--- config.mk ---
export PLATFORM = sky130hd
export DESIGN_NAME = uart_rx_os
export DESIGN_NICKNAME = d
export VERILOG_FILES = /design/src/rtl/uart_rx_os.sv
export SDC_FILE = /design/constraint.sdc
export NUM_CORES = 1
export LEC_CHECK = 0
export CAP_MARGIN = 20
export CORE_ASPECT_RATIO = 1.1
export CORE_MARGIN = 8
export CORE_UTILIZATION = 45
export CTS_CLUSTER_DIAMETER = 40
export DETAILED_ROUTE_END_ITERATION = 16
export GPL_TIMING_DRIVEN = 0
export PLACE_DENSITY_LB_ADDON = 0.1
export SYNTH_ARGS = -nofsm -noshare
export SYNTH_HDL_FRONTEND = slang
export SYNTH_SLANG_ARGS = --single-unit
--- constraint.sdc ---
create_clock -name clk -period 6.3 [get_ports clk]
set_clock_uncertainty 0.2 [all_clocks]
set_input_delay 0.63 -clock clk [delete_from_list [all_inputs] [get_ports clk]]
set_output_delay 0.63 -clock clk [all_outputs]
set_load 0.01 [all_outputs]
--- src/rtl/uart_rx_os.sv ---
// uart_rx_os: 16x-oversampled 8N1 UART receiver with valid/ready delivery, framing and overrun flags
`timescale 1ns/1ps
module uart_rx_os #(
    parameter int CLK_FREQ = 100_000_000,
    parameter int BAUD     = 9600,
    localparam int OS_DIV  = CLK_FREQ / (BAUD * 16),
    localparam int CW      = (OS_DIV > 1) ? $clog2(OS_DIV) : 1
) (
    input  logic       clk,
    input  logic       rst_n,
    input  logic       rx,
    output logic [7:0] rx_data,
    output logic       rx_valid,
    input  logic       rx_ready,
    output logic       frame_err,
    output logic       overrun,
    output logic       rx_busy
);
    typedef enum logic [2:0] {IDLE, START, DATA, STOP, WAIT_HI} state_t;

    state_t        state, state_n;
    logic          s1, rx_s;
    logic [CW-1:0] cnt;
    logic          tick;
    logic [3:0]    scnt, scnt_n;
    logic [2:0]    bidx, bidx_n;
    logic [7:0]    sh, sh_n;
    logic          done, bad, load;

    assign tick    = cnt == CW'(OS_DIV - 1);
    assign rx_busy = state != IDLE;
    // A completed byte is taken only if the slot is empty or being drained this edge
    assign load    = done & (~rx_valid | rx_ready);

    always_ff @(posedge clk or negedge rst_n) begin
        if (!rst_n) begin
            s1        <= 1'b1;
            rx_s      <= 1'b1;
            cnt       <= '0;
            state     <= IDLE;
            scnt      <= '0;
            bidx      <= '0;
            sh        <= '0;
            rx_data   <= '0;
            rx_valid  <= 1'b0;
            frame_err <= 1'b0;
            overrun   <= 1'b0;
        end else begin
            s1        <= rx;
            rx_s      <= s1;
            cnt       <= tick ? '0 : cnt + CW'(1);
            state     <= state_n;
            scnt      <= scnt_n;
            bidx      <= bidx_n;
            sh        <= sh_n;
            rx_data   <= load ? sh : rx_data;
            rx_valid  <= load | (rx_valid & ~rx_ready);
            frame_err <= bad;
            overrun   <= done & rx_valid & ~rx_ready;
        end
    end

    always_comb begin
        state_n = state;
        scnt_n  = scnt;
        bidx_n  = bidx;
        sh_n    = sh;
        done    = 1'b0;
        bad     = 1'b0;
        if (tick) begin
            case (state)
                IDLE: begin
                    if (!rx_s) begin
                        state_n = START;
                        scnt_n  = '0;
                    end
                end
                START: begin
                    if (scnt == 4'd7) begin
                        state_n = rx_s ? IDLE : DATA;
                        scnt_n  = '0;
                        bidx_n  = '0;
                    end else
                        scnt_n = scnt + 4'd1;
                end
                DATA: begin
                    if (scnt == 4'd15) begin
                        sh_n[bidx] = rx_s;
                        scnt_n     = '0;
                        bidx_n     = bidx + 3'd1;
                        state_n    = (bidx == 3'd7) ? STOP : DATA;
                    end else
                        scnt_n = scnt + 4'd1;
                end
                STOP: begin
                    if (scnt == 4'd15) begin
                        scnt_n  = '0;
                        done    = rx_s;
                        bad     = ~rx_s;
                        state_n = rx_s ? IDLE : WAIT_HI;
                    end else
                        scnt_n = scnt + 4'd1;
                end
                WAIT_HI: state_n = rx_s ? IDLE : WAIT_HI;
                default: state_n = IDLE;
            endcase
        end
    end
endmodule

==> results of run 1 <==
==> layout by cell type (no fill, tap or decap), types with 4 or more instances in the layout <==
master | Yosys | final
clkbuf_8 | 0 | 5
nor2_1 | 17 | 17
mux2_2 | 17 | 17
xnor2_1 | 7 | 7
ha_1 | 5 | 5
nand2_1 | 9 | 9
nand4_1 | 5 | 5
dfrtp_1 | 39 | 39
nor4_1 | 5 | 5
clkdlybuf4s50_1 | 0 | 14
and3_1 | 4 | 4
clkbuf_1 | 4 | 4
nor3b_1 | 4 | 4
nand3_1 | 6 | 6
inv_1 | 7 | 7
==> worst max-delay path, cell delays in order (launching register included) <==
cell	delay [ns]
dfrtp_1	0.40
clkbuf_1	0.21
or3_1	0.41
clkdlybuf4s50_1	0.49
==> cells by family (layout without fill, tap and decap cells) <==
kind of cell	count (synthesis)	count (layout)	synth area share
and+or+nand+nor	67	67	0.193
DFF	41	41	0.529
muxes	20	20	0.116
AOI/OAI and AO/OA	15	15	0.0553
buffers and inverters	15	38	0.0341
xor gates and xnor gates	9	9	0.0405
adders and majority gates	5	5	0.0322
==> flip-flops by register name, indices dropped and copies added (netlist names), 3 cells and up <==
signal,cells
rx_data,8
cnt,10
bidx,3
sh,8
state,3
scnt,4
==> cell type report <==
type	instances	area (sq um)
Buffer	8	40.0
Clock buffer	5	68.8
Clock inverter	3	46.3
Fill cell	383	1950
Inverter	7	26.3
Multi-Input combinational cell	116	851
Sequential cell	41	1030
Tap cell	54	67.6
Timing Repair Buffer	15	145
==> worst paths after layout <==
| check | from | endpoint | cells past startpoint |
|---|---|---|---|
| min | s1 | rx_s | 0 |
| min in group asynchronous | rst_n | sh[1] | 1 |
| min reg2reg | s1 | rx_s | 0 |
| max in group asynchronous | rst_n | scnt[1] | 1 |
| max reg2reg | cnt[0] | sh[7] | 7 |
| max | state[2] | rx_busy | 3 |
==> power by group through the flow <==
stage / combinational, uW / sequential, uW / clock, uW
after floorplan: 1.59 / 270 / 0
after global placement: 8.86 / 270 / 0
after detailed placement: 8.70 / 270 / 0
after CTS: 8.73 / 265 / 218
after global routing: 9.89 / 265 / 231
final: 8.26 / 265 / 210
==> through the flow <==
stage	utilization	area (sq um)	setup WS (ns)	instances	hold WS [ns]
2_1_floorplan	-	1950	4.29	172	0.134
3_3_place_gp	0.512	2160	3.42	241	0.146
3_5_place_dp	0.511	2160	3.97	241	0.148
4_1_cts	0.538	2270	3.67	249	0.159
5_1_grt	0.538	2270	3.61	249	0.162
6_report	0.538	2270	3.68	249	0.158
==> cell usage after synthesis, types with 5 or more instances <==
cell,count
dfrtp_1,39
nor4_1,5
nand4_1,5
ha_1,5
inv_1,7
nor2_1,17
mux2_2,17
xnor2_1,7
nand2_1,9
nand3_1,6
==> per-layer routing <==
metal	vias to the layer above	global-route usage	wire, um
li1	655	-	-
met3	8	0.0359	174
met5	-	0	0
met1	667	0.132	1490
met4	0	0.0472	70
met2	26	0.191	1660
==> impl_metrics.csv, run 1 <==
group,metric,value,unit
status,status,"finished, final reports clean",
worst_setup_path,required,5.47,ns
power,power_switching,98.4,uW
yosys,synth_warnings,0,
global_route,grt_pass1_wl,6290,um
sta,hold_viol_final,0,
power,power.share.sequential,0.548,
sta,setup_violations,0,
yosys,yosysTopAreaCell,"dfrtp_1",
worst_setup_path,r2r_setup_slack,4.04,ns
global_route,grt_max_degree,42,
clocking,root_buffer,"clkbuf_8",
clocking,cts_buffers,5,
route,drt_iter0_markers,76,
sta,slew_violations,0,
global_route,grt_usage,0.115,
sta,finalCriticalPeriod,2.62,ns
route,post_drt_via_cell_ratio,5.45,
power,cellLeakagePower,0.00107,uW
final_layout,layout-drive-gt1-share,0.179,
sta,post-route-period-util,0.416,
sta,tns,0,ns
clocking,htree_num_levels,2,
worst_setup_path,worstPathMaxFanout,10,
yosys,async_flop_share,1.00,
power,finalPower,483,uW
global_route,grt_pass1_vias,1363,
run,cap_violations,0,
yosys,synthCells,172,
global_route,antenna_found_initial,0,
power,p_sw_frac,0.204,
die,start_util,0.461,
placement,place.detailed.hpwl,2430,um
clocking,clock_latency,0.30,ns
route,drt-wirelength-per-cell,13.6,um
worst_setup_path,endpoint_kind,"output port",
worst_setup_path,critical_path_class,"reg -> out",
power,power.internal,385,uW
sta,relSlewSlack,0.412,
power,combPwrFrac,0.017,
die,boundaryPins,16,
yosys,synth_top_area_share,0.502,
sta,tightestPinTransition,0.882,ns
die,row_count,25,
yosys,synth_fp_nets,181,
yosys,yosysSeqAreaShare,0.529,
clocking,cts_sinks,41,
clocking,ctsResizeCount,0,
yosys,ys_types,42,
final_layout,nets,203,
clocking,cts_tree,"built",
clocking,clk_pin_slew_worst_paths,0.07,ns
die,dieHeight,85.0,um
route,via_count,1356,
die,core_area,4220,sq um
power,vdd.ir_drop.worst,0.000160,V
sta,rsz0062_at_grt,"no",
clocking,hold_buffers,0,
final_layout,num_antenna_cells,0,
power,pwr_density_cell,213,nW/um^2
route,routed_wl,3390,um
placement,gp_congestion,0.821,
yosys,synth_edf_count,0,
worst_setup_path,arrival,1.79,ns
die,die_w,78.7,um
global_route,grt_overflow,0,
sta,clock.fmax,382,MHz
route,firstDrtPassIters,4,
clocking,postCtsSetupBuffers,0,
clocking,clockBufferDepth,2,
route,ant_nets,0,
yosys,syn-cell-area,1950,sq um
yosys,ys.flop_type,"dfrtp_1",
yosys,yosys_register_bits,41,
power,p_clk_frac,0.435,
yosys,synth_area_per_cell,11.3,sq um
yosys,synth_area_leaders,"dfrtp_1 (50%), mux2_2 (9.8%), nor2_1 (3.3%), ha_1 (3.2%), xnor2_1 (3.2%)",
route,drc_errors,0,
worst_setup_path,start_kind,"register",
placement,io_buffers,15,
die,die_area,6690,sq um
min_path,hold_class,"reg -> reg",
final_layout,area_delta_synth_final,16.8,%
Power figures use the tool's default switching activity.
==> run 2, diff against run 1 <==
clock period = 2.5 ns   (was 6.3 ns; I/O delays follow)
==> run 2 against run 1 <==
Via count rose by 0.37%. Critical path type is now reg -> reg. Sequential share of layout area fell by 0.20 points. Register-to-register slack got worse by 3.8 ns. Routed wire length rose by 0.24%. Non-clock buffer count rose by 1. Worst setup slack got worse by 3.4 ns. Sequential cell count did not move.
==> impl_metrics.csv, run 2 (synthesized netlist as in run 1, its figures left out) <==
group,metric,value,unit
power,p_sw_frac,0.204,
final_layout,final_cell_mix,"dfrtp_1 (39), nor2_1 (17), mux2_2 (17)",
sta,clock.fmax,443,MHz
route,drt-wirelength-per-cell,13.6,um
worst_setup_path,crit_buf_inv,2,
sta,slew_violations,0,
worst_setup_path,start_kind,"register",
power,p_clk_frac,0.434,
final_layout,layout-drive-gt1-share,0.179,
clocking,hold_buffers,1,
die,row_count,25,
final_layout,largest_register_ffs,10,
worst_setup_path,arrival,2.24,ns
clocking,clk_pin_slew_worst_paths,0.08,ns
placement,gp_congestion,0.821,
power,power_switching,249,uW
sta,fin_hold_ws,0.158,ns
sta,hold_viol_final,0,
clocking,cts_sinks,41,
sta,finalCriticalPeriod,2.26,ns
sta,post-route-period-util,0.903,
die,core_area,4220,sq um
final_layout,num_antenna_cells,0,
worst_setup_path,cpMaxStageDelayCell,"dfrtp_1",
die,boundaryPins,16,
global_route,grt_pass1_wl,6320,um
power,power.share.sequential,0.547,
sta,relSlewSlack,0.410,
power,power.internal,971,uW
sta,tns,0,ns
sta,rsz0062_at_grt,"no",
clocking,clockBufferDepth,2,
final_layout,multi_input_area,851,sq um
worst_setup_path,critPathMaxStageDelay,0.42,ns
placement,place.detailed.hpwl,2430,um
route,wl_met3,175,um
route,wl_met1,1470,um
status,status,"finished, final reports clean",
power,cellLeakagePower,0.00107,uW
clocking,htree_num_levels,2,
global_route,grt_overflow,0,
clocking,cts_tree,"built",
clocking,ctsResizeCount,0,
final_layout,seq_area,1030,sq um
final_layout,largestRegisters,"cnt (10), rx_data (8), sh (8)",
final_layout,nets,204,
route,drt_iter0_markers,64,
die,dieHeight,85.0,um
placement,dpl.cell_count,241,
route,drc_errors,0,
final_layout,area_delta_synth_final,17.4,%
route,firstDrtPassIters,4,
min_path,hold_class,"reg -> reg",
power,pwr_density_cell,534,nW/um^2
power,combPwrFrac,0.018,
clocking,clock_latency,0.30,ns
route,wl_met2,1680,um
run,cap_violations,0,
global_route,grt_pass1_vias,1369,
placement,io_buffers,15,
route,ant_nets,0,
final_layout,regMostFlops,"cnt",
final_layout,layout.cells.non_filler,250,
route,via_count,1361,
global_route,antenna_found_initial,0,
final_layout,fill_cells,383,
final_layout,final_common_cell,"dfrtp_1",
route,routed_wl,3400,um
sta,setup_violations,0,
clocking,cts_buffers,5,
sta,tightestPinTransition,0.885,ns
die,die_area,6690,sq um
worst_setup_path,crit_chain,"inv_1, ha_1, and3b_1, nand3_1, clkbuf_1, nor4_1, mux2_2",
global_route,grt_max_degree,42,
power,vdd.ir_drop.worst,0.000403,V
worst_setup_path,critical_path_class,"reg -> reg",
worst_setup_path,worstPathMaxFanout,10,
worst_setup_path,critical_path.top_delay_family,"simple AND/OR/NAND/NOR gates",
clocking,root_buffer,"clkbuf_8",
global_route,grt_usage,0.115,
clocking,postCtsSetupBuffers,0,
route,post_drt_via_cell_ratio,5.44,
worst_setup_path,endpoint_kind,"register",
die,die_w,78.7,um
die,start_util,0.461,
route,top_layer,"met4",
worst_setup_path,required,2.48,ns
-- run 2: cell types whose count changed in the layout (fill, tap and decap cells not counted) --
cell,delta
dlygate4sd3_1,+1
-- run 2: cell type report --
class                           instances  share of cell area
Buffer                                  8              0.0175
Clock inverter                          3              0.0203
Tap cell                               54              0.0296
Inverter                                7              0.0115
Clock buffer                            5              0.0301
Multi-Input combinational cell        116               0.373
Timing Repair Buffer                   16              0.0679
Sequential cell                        41               0.450
-- run 2: worst register-to-register path: cells and delay by family, from the launching register on --
kind / cells / cell delay (ns)
simple gates: 3 / 0.68
mux: 1 / 0.37
fa+ha+maj: 1 / 0.13
flops: 1 / 0.42
buf+inv: 2 / 0.35
-- run 2: metal layers --
| layer | vias to the layer above | track usage |
|---|---|---|
| met5 | - | 0 |
| met4 | 0 | 0.0472 |
| met3 | 8 | 0.0359 |
| met2 | 27 | 0.192 |
| met1 | 668 | 0.132 |
| li1 | 658 | - |
-- run 2: power by group through the flow --
stage | sequential (uW) | combinational (uW) | clock [uW]
floorplan | 680 | 4.00 | 0
global placement | 681 | 22.3 | 0
detailed placement | 681 | 21.9 | 0
CTS | 667 | 23.2 | 549
global route | 668 | 26.2 | 582
finish | 668 | 22.0 | 530
-- run 2: path summary, 6_finish.rpt --
path / start / to / slack [ns] / depth (start not counted)
setup / recovery: cnt[0] / sh[3] / 0.24 / 7
hold / removal: s1 / rx_s / 0.16 / 0
setup reg to reg: cnt[0] / sh[3] / 0.24 / 7
hold reg to reg: s1 / rx_s / 0.16 / 0
max in group asynchronous: rst_n / scnt[1] / 1.13 / 2
min in group asynchronous: rst_n / sh[5] / 0.41 / 2
-- run 2: through the flow --
| stage | total power [uW] | cell area [sq um] | worst slack, ns | utilization |
|---|---|---|---|---|
| final | 1220 | 2280 | 0.242 | 0.541 |
| after global routing | 1280 | 2280 | 0.0677 | 0.541 |
| after CTS | 1240 | 2280 | 0.203 | 0.541 |
| after detailed placement | 702 | 2160 | 0.201 | 0.511 |
| after global placement | 703 | 2160 | 0.0000469 | 0.512 |
| after floorplan | 684 | 1950 | 0.487 | - |
==> run 3, diff against run 2 <==
ABC_AREA = 1   (was not set)
==> run 3 against run 2 <==
Via count increased by 26%. Area after synthesis increased by 12%. Combinational power increased by 30%. Routed wire length is 22% higher. First-iteration DRC count fell by 3.1%. Final area grew 11%. Global-route usage grew 1.6 points. Clock-buffer cell count up 2. Sequential cell count unchanged. Utilization grew 0.18 points. Final cell count rose by 40%. Critical path type is now reg -> out.
==> impl_metrics.csv, run 3 <==
group,metric,value,unit
final_layout,regMostFlops,"cnt",
die,die_w,82.3,um
clocking,root_buffer,"clkbuf_8",
yosys,yosys_register_bits,41,
route,drt-wirelength-per-cell,11.8,um
global_route,grt_pass1_vias,1729,
die,row_count,26,
route,firstDrtPassIters,4,
yosys,netlist_top_cells_count,"nand2_1 (82), dfrtp_1 (39), inv_1 (35)",
yosys,synth-adder-area-share,0.0287,
final_layout,largest_register_ffs,10,
clocking,cts_tree,"built",
clocking,ctsResizeCount,0,
yosys,yosysTopAreaCell,"dfrtp_1",
worst_setup_path,critical_path_class,"reg -> out",
placement,place.detailed.hpwl,3150,um
sta,slew_violations,0,
global_route,grt_pass1_wl,7630,um
power,cellLeakagePower,0.00129,uW
yosys,synth_area_per_cell,8.09,sq um
final_layout,largestRegisters,"cnt (10), rx_data (8), sh (8)",
min_path,hold_class,"reg -> reg",
die,start_util,0.468,
final_layout,final_common_cell,"nand2_1",
yosys,syn-cell-area,2180,sq um
yosys,yosysSeqAreaShare,0.472,
yosys,synth_area_leaders,"dfrtp_1 (45%), nand2_1 (14%), inv_1 (6.0%), nand3_1 (4.6%), nand4_1 (4.3%)",
yosys,synth_top_area_share,0.448,
final_layout,final_cell_mix,"nand2_1 (82), dfrtp_1 (39), inv_1 (35)",
clocking,postCtsSetupBuffers,0,
placement,gp_congestion,0.801,
yosys,synth-xor-area-share,0.0161,
route,ant_nets,0,
route,routed_wl,4130,um
yosys,synth_top_family_by_area,"simple AND/OR/NAND/NOR gates",
yosys,ys_types,32,
sta,tightestPinTransition,0.437,ns
power,pwr_density_cell,462,nW/um^2
clocking,hold_buffers,1,
yosys,yosys.area_share.simple,0.360,
final_layout,layout-drive-gt1-share,0.112,
status,status,"finished, final reports clean",
sta,rsz0062_at_grt,"no",
global_route,antenna_found_initial,0,
route,drc_errors,0,
placement,io_buffers,15,
sta,fin_hold_ws,0.158,ns
worst_setup_path,endpoint_kind,"output port",
clocking,cts_sinks,41,
die,core_area,4650,sq um
yosys,synth_edf_count,0,
final_layout,nets,302,
die,boundaryPins,16,
clocking,clockBufferDepth,2,
sta,relSlewSlack,0.707,
die,dieHeight,89.0,um
die,die_area,7320,sq um
sta,post-route-period-util,0.859,
yosys,synth_fp_nets,278,
final_layout,num_antenna_cells,0,
yosys,synth.area.mux_share,0,
clocking,htree_num_levels,2,
route,via_count,1709,
worst_setup_path,start_kind,"register",
final_layout,utilization,0.542,
route,post_drt_via_cell_ratio,4.88,
clocking,cts_buffers,5,
final_layout,area_delta_synth_final,15.9,%
sta,setup_violations,0,
sta,clock.fmax,466,MHz
sta,finalCriticalPeriod,2.15,ns
power,vdd.ir_drop.worst,0.000245,V
yosys,yosys.cell_count.top_type,"nand2_1",
worst_setup_path,required,2.05,ns
sta,hold_viol_final,0,
run,cap_violations,0,
yosys,ys.flop_type,"dfrtp_1",
clocking,clock_latency,0.29,ns
yosys,synth_compound_gate_area_share,0.0448,
global_route,grt_usage,0.131,
global_route,grt_overflow,0,
worst_setup_path,arrival,1.70,ns
yosys,synth_warnings,0,
worst_setup_path,worstPathMaxFanout,7,
route,drt_iter0_markers,62,
yosys,async_flop_share,1.00,
global_route,grt_max_degree,27,
yosys,synthCells,269,
clocking,clk_pin_slew_worst_paths,0.08,ns
-- run 3: changes by cell type in the layout (fill, tap and decap cells not counted), sizes merged, moves of 3 or more --
cell    before  now
and3         4    0
inv          7   36
mux2        18    0
nand2        9   84
nand2b       3    0
nand3        6   25
nand4        5   15
nor2        17   30
nor3b        4    0
nor4         5    0
o21ai        3   11
xnor2        7    1
-- run 3: final timing paths --
check,from,endpoint,slack [ns],cells after the start
worst min-delay path,s1,rx_s,0.16,0
worst max register to register,rx_s,rx_data[4],0.59,6
worst min register to register,s1,rx_s,0.16,0
worst max-delay path,state[0],rx_busy,0.35,5
min in group asynchronous,rst_n,cnt[5],0.22,2
max in group asynchronous,rst_n,bidx[0],1.42,3
-- run 3: cell families after synthesis --
group           Yosys count
simple gates            160
buf+inv                  41
flops                    41
compound gates           18
fa+ha+maj                 5
xor+xnor                  4
-- run 3: per-layer routing --
metal  wire length, um  part of all wire  track usage  vias up
li1                  -                 -            -      911
met1              2050              0.50        0.164      771
met2              1850              0.45        0.214       21
met3               172             0.042       0.0312        6
met4                58             0.014       0.0431        0
met5                 0                 0            0        -
-- run 3: stage by stage --
stage          instance area, sq um  TNS [ns]  setup slack, ns  total power (uW)  std cells
2_1_floorplan                  2180         0            0.836               685        269
5_1_grt                        2520         0            0.263              1220        350
3_5_place_dp                   2410         0            0.580               708        341
3_3_place_gp                   2400     -4.02           -0.105               705        340
4_1_cts                        2520         0            0.331              1190        350
6_report                       2520         0            0.352              1170        350
-- run 3: report_power, final --
group          switching [uW]  total (uW)  leakage [uW]  internal, uW
registers               0.383         666      0.000552           665
clock network             223         472     0.0000542           250
logic                    19.1        28.7      0.000686          9.56
total                     242        1170       0.00129           925
-- run 3: area by class of cell --
type	count	area, sq um
clock inverters	1	5.00
inverters	37	140
clock buffers	7	96.3
multi-input cells	187	978
repair buffers	17	175
well taps	56	70.1
flip-flops and latches	41	1030
fillers	452	2130
plain buffers	4	30.0
-- run 3: critical path: stages, from the launching register on --
cell             delay [ns]
dfrtp_1                0.54
inv_1                  0.10
nand2_1                0.10
nor2_1                 0.06
inv_1                  0.07
clkdlybuf4s50_1        0.53
